--- config.mk ---
export PLATFORM = sky130hd
export DESIGN_NAME = vga_timing_pattern
export DESIGN_NICKNAME = d
export VERILOG_FILES = /design/src/rtl/vga_pkg.sv /design/src/rtl/vga_timing_counter.sv /design/src/rtl/vga_timing_pattern.sv
export SDC_FILE = /design/constraint.sdc
export NUM_CORES = 1
export LEC_CHECK = 0
export ABC_AREA = 0
export CAP_MARGIN = 20
export CORE_ASPECT_RATIO = 1.1
export CORE_MARGIN = 5
export CORE_UTILIZATION = 35
export CTS_CLUSTER_DIAMETER = 200
export DETAILED_ROUTE_END_ITERATION = 8
export MAX_ROUTING_LAYER = met4
export PLACE_DENSITY = 0.59
export SKIP_CTS_REPAIR_TIMING = 1
export SLEW_MARGIN = 20
export SYNTH_ARGS = -nofsm -noshare
export SYNTH_HDL_FRONTEND = slang
export SYNTH_SLANG_ARGS = --single-unit
--- constraint.sdc ---
create_clock -name clk_i -period 2.6 [get_ports clk_i]
set_clock_uncertainty 0.15 [all_clocks]
set_input_delay 0.78 -clock clk_i [delete_from_list [all_inputs] [get_ports clk_i]]
set_output_delay 0.78 -clock clk_i [all_outputs]
set_load 0.03 [all_outputs]
--- src/rtl/vga_pkg.sv ---
// Shared types and default 640x480@60 timing for the VGA timing/pattern block.
// Holds the pattern-mode enum and the decoded-timing bundle.
package vga_pkg;

  typedef enum logic [2:0] {
    PAT_SOLID    = 3'd0,
    PAT_BARS     = 3'd1,
    PAT_GRID     = 3'd2,
    PAT_GRADIENT = 3'd3,
    PAT_CHECKER  = 3'd4
  } mode_e;

  localparam int H_RES  = 640;
  localparam int H_FP   = 16;
  localparam int H_SYNC = 96;
  localparam int H_BP   = 48;
  localparam int V_RES  = 480;
  localparam int V_FP   = 10;
  localparam int V_SYNC = 2;
  localparam int V_BP   = 33;

  // Decode of the current counter position (sync flags are "active").
  typedef struct packed {
    logic de;
    logic hs;
    logic vs;
    logic sof;
    logic eol;
    logic last;
  } tdec_t;

endpackage

--- src/rtl/vga_timing_counter.sv ---
// Free-running h/v raster counters plus combinational timing decode.
// Ports: clk_i, rst_i (sync, high) in; h_o, v_o position and dec_o decode out.
module vga_timing_counter
  import vga_pkg::*;
#(
  parameter int HRES  = H_RES,
  parameter int HFP   = H_FP,
  parameter int HSYNC = H_SYNC,
  parameter int HBP   = H_BP,
  parameter int VRES  = V_RES,
  parameter int VFP   = V_FP,
  parameter int VSYNC = V_SYNC,
  parameter int VBP   = V_BP,
  parameter int HSZ   = $clog2(HRES + HFP + HSYNC + HBP),
  parameter int VSZ   = $clog2(VRES + VFP + VSYNC + VBP)
) (
  input  logic           clk_i,
  input  logic           rst_i,
  output logic [HSZ-1:0] h_o,
  output logic [VSZ-1:0] v_o,
  output tdec_t          dec_o
);

  localparam int HTOTAL = HRES + HFP + HSYNC + HBP;
  localparam int VTOTAL = VRES + VFP + VSYNC + VBP;

  logic h_last;
  logic v_last;

  assign h_last = int'(h_o) == HTOTAL - 1;
  assign v_last = int'(v_o) == VTOTAL - 1;

  always_ff @(posedge clk_i) begin
    if (rst_i) begin
      h_o <= '0;
      v_o <= '0;
    end else if (h_last) begin
      h_o <= '0;
      v_o <= v_last ? '0 : v_o + VSZ'(1);
    end else begin
      h_o <= h_o + HSZ'(1);
    end
  end

  // Compare in 32 bits: HRES+HFP+HSYNC may equal HTOTAL
  // and not fit in HSZ bits when HBP is zero.
  always_comb begin
    dec_o      = '0;
    dec_o.de   = int'(h_o) < HRES && int'(v_o) < VRES;
    dec_o.hs   = int'(h_o) >= HRES + HFP &&
                 int'(h_o) <  HRES + HFP + HSYNC;
    dec_o.vs   = int'(v_o) >= VRES + VFP &&
                 int'(v_o) <  VRES + VFP + VSYNC;
    dec_o.sof  = h_o == '0 && v_o == '0;
    dec_o.eol  = int'(h_o) == HRES - 1 && int'(v_o) < VRES;
    dec_o.last = h_last && v_last;
  end

endmodule

--- src/rtl/vga_timing_pattern.sv ---
// VGA timing generator with frame-synchronous test-pattern source.
// Ports: clk_i, rst_i, mode_i, color_i in; h/v count, de, syncs, sof, eol, rgb out.
module vga_timing_pattern
  import vga_pkg::*;
#(
  parameter int  HRES   = H_RES,
  parameter int  HFP    = H_FP,
  parameter int  HSYNC  = H_SYNC,
  parameter int  HBP    = H_BP,
  parameter int  VRES   = V_RES,
  parameter int  VFP    = V_FP,
  parameter int  VSYNC  = V_SYNC,
  parameter int  VBP    = V_BP,
  parameter bit  HS_POL = 1'b0,
  parameter bit  VS_POL = 1'b0,
  parameter int  CW     = 4,
  localparam int HTOTAL = HRES + HFP + HSYNC + HBP,
  localparam int VTOTAL = VRES + VFP + VSYNC + VBP,
  localparam int HSZ    = $clog2(HTOTAL),
  localparam int VSZ    = $clog2(VTOTAL)
) (
  input  logic            clk_i,
  input  logic            rst_i,
  input  logic [2:0]      mode_i,
  input  logic [3*CW-1:0] color_i,
  output logic [HSZ-1:0]  hcount_o,
  output logic [VSZ-1:0]  vcount_o,
  output logic            de_o,
  output logic            hsync_o,
  output logic            vsync_o,
  output logic            sof_o,
  output logic            eol_o,
  output logic [CW-1:0]   r_o,
  output logic [CW-1:0]   g_o,
  output logic [CW-1:0]   b_o
);

  localparam logic [CW-1:0] MAX = '1;

  logic [HSZ-1:0] h;
  logic [VSZ-1:0] v;
  tdec_t          dec;
  mode_e          mode_q;
  logic [2:0]     bar;
  logic [CW-1:0]  pr;
  logic [CW-1:0]  pg;
  logic [CW-1:0]  pb;

  vga_timing_counter #(
    .HRES (HRES),
    .HFP  (HFP),
    .HSYNC(HSYNC),
    .HBP  (HBP),
    .VRES (VRES),
    .VFP  (VFP),
    .VSYNC(VSYNC),
    .VBP  (VBP),
    .HSZ  (HSZ),
    .VSZ  (VSZ)
  ) u_cnt (
    .clk_i(clk_i),
    .rst_i(rst_i),
    .h_o  (h),
    .v_o  (v),
    .dec_o(dec)
  );

  // Mode only changes between frames so a pattern never tears.
  always_ff @(posedge clk_i) begin
    if (rst_i || dec.last) begin
      mode_q <= mode_e'(mode_i);
    end
  end

  assign bar = 3'(h / HSZ'(HRES / 8));

  always_comb begin
    pr = '0;
    pg = '0;
    pb = '0;
    if (dec.de) begin
      case (mode_q)
        PAT_SOLID: begin
          {pr, pg, pb} = color_i;
        end
        PAT_BARS: begin
          pr = {CW{~bar[1]}};
          pg = {CW{~bar[2]}};
          pb = {CW{~bar[0]}};
        end
        PAT_GRID: begin
          if (h[4:0] == 5'd0 || v[4:0] == 5'd0 ||
              int'(h) == HRES - 1 ||
              int'(v) == VRES - 1) begin
            pr = MAX;
            pg = MAX;
            pb = MAX;
          end
        end
        PAT_GRADIENT: begin
          pr = h[CW+4:5];
          pg = h[CW+4:5];
          pb = h[CW+4:5];
        end
        PAT_CHECKER: begin
          if (h[4] ^ v[4]) begin
            pr = MAX;
            pg = MAX;
            pb = MAX;
          end
        end
        default: ;
      endcase
    end
  end

  always_ff @(posedge clk_i) begin
    if (rst_i) begin
      hcount_o <= '0;
      vcount_o <= '0;
      de_o     <= 1'b0;
      hsync_o  <= ~HS_POL;
      vsync_o  <= ~VS_POL;
      sof_o    <= 1'b0;
      eol_o    <= 1'b0;
      r_o      <= '0;
      g_o      <= '0;
      b_o      <= '0;
    end else begin
      hcount_o <= h;
      vcount_o <= v;
      de_o     <= dec.de;
      hsync_o  <= dec.hs ? HS_POL : ~HS_POL;
      vsync_o  <= dec.vs ? VS_POL : ~VS_POL;
      sof_o    <= dec.sof;
      eol_o    <= dec.eol;
      r_o      <= pr;
      g_o      <= pg;
      b_o      <= pb;
    end
  end

endmodule

## Yosys cells after proc, flatten, opt, wreduce, memory -nomap -nowiden

Index checks and enable logic that the tools add are counted.

| storage, ports and cells | value |
|---|---|
| register bits after elaboration | 60 |
| input port bits | 17 |
| output and inout port bits | 37 |
| logic and storage cells | 60 |

| cells by class | value |
|---|---|
| add/subtract/negate cells | 2 |
| divide/modulo/power cells | 1 |
| $lt $le $gt $ge | 6 |
| equal/unequal tests | 8 |
| multiplexer cells | 8 |
| bitwise operators | 5 |
| reductions and logical operators | 17 |

Operators with widths:

| cell | count |
|---|---|
| case mux 4 bit (5 select lines) | 3 |
| equality test 10 bit (second input constant) | 3 |
| adder 10 x 1 -> 10 bit (second input constant) | 2 |
| zero test 10 bit | 2 |
| < comparator 10 bit (second input constant) | 2 |
| < comparator 10 x 9 -> 1 bit (second input constant) | 2 |
| divider 10 x 7 -> 10 bit (second input constant) | 1 |
| equality test 10 x 9 -> 1 bit (second input constant) | 1 |
| >= comparator 10 bit (second input constant) | 1 |
| >= comparator 10 x 9 -> 1 bit (second input constant) | 1 |
| zero test 5 bit | 2 |
| two-way mux 10 bit | 1 |
| two-way mux 4 bit | 2 |
| equality test 3 x 2 -> 1 bit (second input constant) | 2 |
| logical AND 1 bit | 6 |
| logical OR 1 bit | 4 |
| NOT 1 bit | 4 |
| OR reduction 2 bit | 2 |
| equality test 3 x 1 -> 1 bit (second input constant) | 1 |
| equality test 3 bit (second input constant) | 1 |
| zero test 3 bit | 1 |
| two-way mux 1 bit | 2 |
| XOR 1 bit | 1 |

## Depth between registers and ports, before layout

| logic depth | value |
|---|---|
| depth after elaboration | 6 |
| mapped depth | 8 |
| gate-level depth less buffers | 7 |

## Modules after synthesis

A second synthesis with hierarchy kept.

| unflattened totals | value |
|---|---|
| cell total of the unflattened synthesis | 311 |
| area, all modules | 2824.0 um2 |

By module, submodules not included:

| module | instances | cells an instance | area each (um2) | seq. area each (um2) |
|---|---|---|---|---|
| vga_timing_pattern | 1 | 172 | 1712.9 | 830.8 |
| vga_timing_counter | 1 | 139 | 1111.1 | 400.4 |

## Least setup slack after synthesis

No wires, ideal clock.

| timing path | value |
|---|---|
| path kind | reg2reg |
| start point | register u_cnt.v_o[0] |
| end point | register mode_q[0], enable pin |
| library setup time | 375 ps |
| arrival time | 1863 ps |
| required time | 2075 ps |
| setup slack | 212 ps |
| cell stages (with the launch flop) | 7 |
| buffers on the path | 0 |
| clock period less this slack | 2388 ps |
| path through | dfxtp_1 > inv_1 > ha_1 > or4b_4 > nor3_2 > nand4_2 > o41ai_4 |

| between the ends | value |
|---|---|
| word-level cells in the longest chain between the ends | 3 |

Ends and longest elaborated chain:

| item | line | RTL |
|---|---|---|
| start, declared | vga_timing_counter.sv:20 | `output logic [VSZ-1:0] v_o,` |
| start signal, assigned | vga_timing_counter.sv:39 | `v_o <= v_last ? '0 : v_o + VSZ'(1);` |
| equality test 10 bit | vga_timing_counter.sv:31 | `assign v_last = int'(v_o) == VTOTAL - 1;` |
| logical AND 1 bit | vga_timing_counter.sv:56 | `dec_o.last = h_last && v_last;` |
| logical OR 1 bit | vga_timing_pattern.sv:70 | `if (rst_i \|\| dec.last) begin` |
| end signal, assigned | vga_timing_pattern.sv:71 | `mode_q <= mode_e'(mode_i);` |
| end, declared | vga_timing_pattern.sv:43 | `mode_e mode_q;` |

No other way between the ends.
A chain may end at the register's enable or synchronous reset.

## Worst setup path after layout

| timing path | value |
|---|---|
| start point | register u_cnt.v_o[0] |
| end point | register u_cnt.v_o[2] |

| between the ends | value |
|---|---|
| word-level cells in the longest chain between the ends | 2 |
| elaborated cells between the ends (all ways) | 3 |
| classes of those cells | 1 x add/sub; 1 x eq/ne; 1 x mux |

Ends and longest elaborated chain:

| item | line |
|---|---|
| adder 10 x 1 -> 10 bit / equality test 10 bit (equally long branches) | vga_timing_counter.sv:39, vga_timing_counter.sv:31 |
| two-way mux 10 bit * | vga_timing_counter.sv:39 |

Every way passes the cells marked *; elsewhere a longest branch is shown, timed or not.

==> results.toml <==
[clocking]
clk_latency_ns = 0.35
clock_tree.root_cell = "clkbuf_8"
clk_pin_slew_ns = 0.07
cts_buffers = 9
clk_path_buf_depth = 2
cts.sinks = 60
cts_tree = "built"
cts_max_level = 3

[sta]
drv_slew = 0
fin_crit_sh_pct = 92.7
worstMarginPinSlew_ns = 0.685
hold_violations = 0
rsz0062_at_grt = "false"
setup-tns-final_ns = 0
setup_viol = 0
worst_slack_ns = 0.191
fmax_mhz = 415
period_minus_slack_ns = 2.41
hold_ws_ns = 0.354
slew_headroom_pct = 53.7

[placed_design]
pre_cts_ws_ns = 0.0960
place_congestion = 0.805
hpwl_um = 4100
placed_area_um2 = 3170
port_buffers = 53

[synth]
syn_area_per_cell_um2 = 9.54
synth_ff_type = "dfxtp_1"
async_reset_ff_share_pct = 0
synth_seq_cells = 60
synth_edf_count = 3
synth_top_area_share_pct = 43.5
syn_nets = 296
synthCells = 275
ys_seq_area_share_pct = 46.9
synth_top_cell_by_area = "dfxtp_1"
ys_top_cells_by_count = "dfxtp_1, nor2_1, a21oi_1, nor2b_1"
synthTopCellsByArea = "dfxtp_1, xor2_1, nor2_1, nor2b_1, a21oi_1"
synthDistinctLibCells = 47
synth.most_common_cell = "dfxtp_1"
netlist_area_um2 = 2620
ys_warn_count = 0

[global_route]
grt_pass1_wl_um = 9620
grt_pass1_vias = 2029
antenna_found_initial = 0
grt_max_degree = 34
grt_usage_pct = 13.5
grt_overflow_total = 0

[power]
total_power_mw = 1.83
power_density_nw_per_um2 = 549
p_leak_nw = 1.22
ir_worst_vdd_uv = 194

[routing]
firstDrtPassIters = 4
avgRoutedWirePerCell_um = 14.1
vias_per_cell = 4.97
via_count = 2079
drt-initial-drc-count = 67
drcViolationCount = 0
detail-route-antenna-nets = 0
drt_wl_total_um = 5880

[floorplan]
row_count = 33
core_area_um2 = 7390
die_w_um = 92.6
die_y_um = 101
start_util_pct = 35.5
dieArea_um2 = 9330
ios = 54

[setup_path]
crit_type = "reg -> reg"
required_ns = 2.69
path_max_fanout = 9
cp.arrival_ns = 2.50
end_kind = "flip-flop"
start_kind = "flip-flop"

[final_layout]
syn2layout_area_growth_pct = 27.4
design_area_um2 = 3340
nets = 347
drive_above_1_share_pct = 10.6
n_fill_cell = 681
n_antenna_cell = 0

[job]
drv_cap = 0

[status]
status = "finished, final reports clean"

[min_path]
hp-class = "reg -> reg"
==> layout by cell type, fill, tap and decap left out, drive strengths merged, types with 3 or more instances in the layout <==
cell type and instances:
a211oi 5, nand4 9, clkbuf 9, ha 4, nand2b 8, clkdlybuf4s50 53
nor2b 17, dfxtp 57, buf 8, edfxtp 3, o21ai 3, a21o 5
nor3 15, nand2 11, and3 4, nor2 29, a31oi 5, clkinvlp 4
a21oi 19, nor4b 3, xor2 13, inv 6, xnor2 7, nand3 9
==> through the flow <==
stage | cells | util, %
4_1_cts | 418 | 45.2
2_1_floorplan | 275 | -
6_report | 418 | 45.2
3_3_place_gp | 402 | 42.8
5_1_grt | 418 | 45.2
3_5_place_dp | 402 | 42.8
==> path summary, 6_finish.rpt <==
path                             start                   endpoint  slack, ns  depth (start not counted)
min            u_cnt.h_o[1]$_SDFF_PP0_     hcount_o[1]$_SDFF_PP0_       0.35                          2
max reg2reg  u_cnt.v_o[0]$_SDFFE_PP0P_  u_cnt.v_o[2]$_SDFFE_PP0P_       0.19                          8
max          u_cnt.v_o[0]$_SDFFE_PP0P_  u_cnt.v_o[2]$_SDFFE_PP0P_       0.19                          8
min reg2reg    u_cnt.h_o[1]$_SDFF_PP0_     hcount_o[1]$_SDFF_PP0_       0.35                          2
==> logic make-up (layout without fill, tap and decap cells) <==
logic type | after synthesis | after routing | share of synthesized area (%)
AO/OA/AOI/OAI | 47 | 47 | 12.3
flip-flops | 60 | 60 | 46.9
AND/OR/NAND/NOR | 118 | 118 | 25.6
adder cells (fa/ha/maj) | 4 | 4 | 1.91
buffers and inverters | 26 | 82 | 6.68
XOR/XNOR | 20 | 20 | 6.68
==> power by group <==
part           internal (mW)  switching, mW
Clock                  0.347          0.388
Combinational         0.0658         0.0729
Sequential             0.947         0.0128
Total                   1.36          0.474
==> final cells by class <==
cell class | count | area [um2] | area share, %
Clock inverter | 7 | 52.6 | 1.57
Sequential cell | 60 | 1230 | 36.8
Inverter | 5 | 18.8 | 0.561
Clock buffer | 9 | 124 | 3.71
Tap cell | 87 | 109 | 3.26
Timing Repair Buffer | 61 | 591 | 17.7
Multi-Input combinational cell | 189 | 1220 | 36.4
==> critical path, stage by stage (launching register included) <==
cell	delay, ns
dfxtp_1	0.36
inv_1	0.10
ha_1	0.15
or4b_4	0.47
nor3_2	0.15
nand4_2	0.16
o41ai_4	0.45
buf_4	0.24
nor2_1	0.06
==> state kept, by name, indices dropped and copies added (netlist names) <==
name       count
u_cnt.v_o     10
u_cnt.h_o     10
r_o            4
eol_o          1
vsync_o        1
hcount_o      10
mode_q         3
vcount_o      10
hsync_o        1
g_o            4
sof_o          1
de_o           1
b_o            4
==> layer usage <==
layer  wire length, um  vias up  track usage, %
met2              2800       36            21.4
met5                 0        -               -
met1              2740      964            16.0
met3               175       17            3.58
li1                  -     1062               -
met4               167        0            6.74
Power figures use the tool's default switching activity.
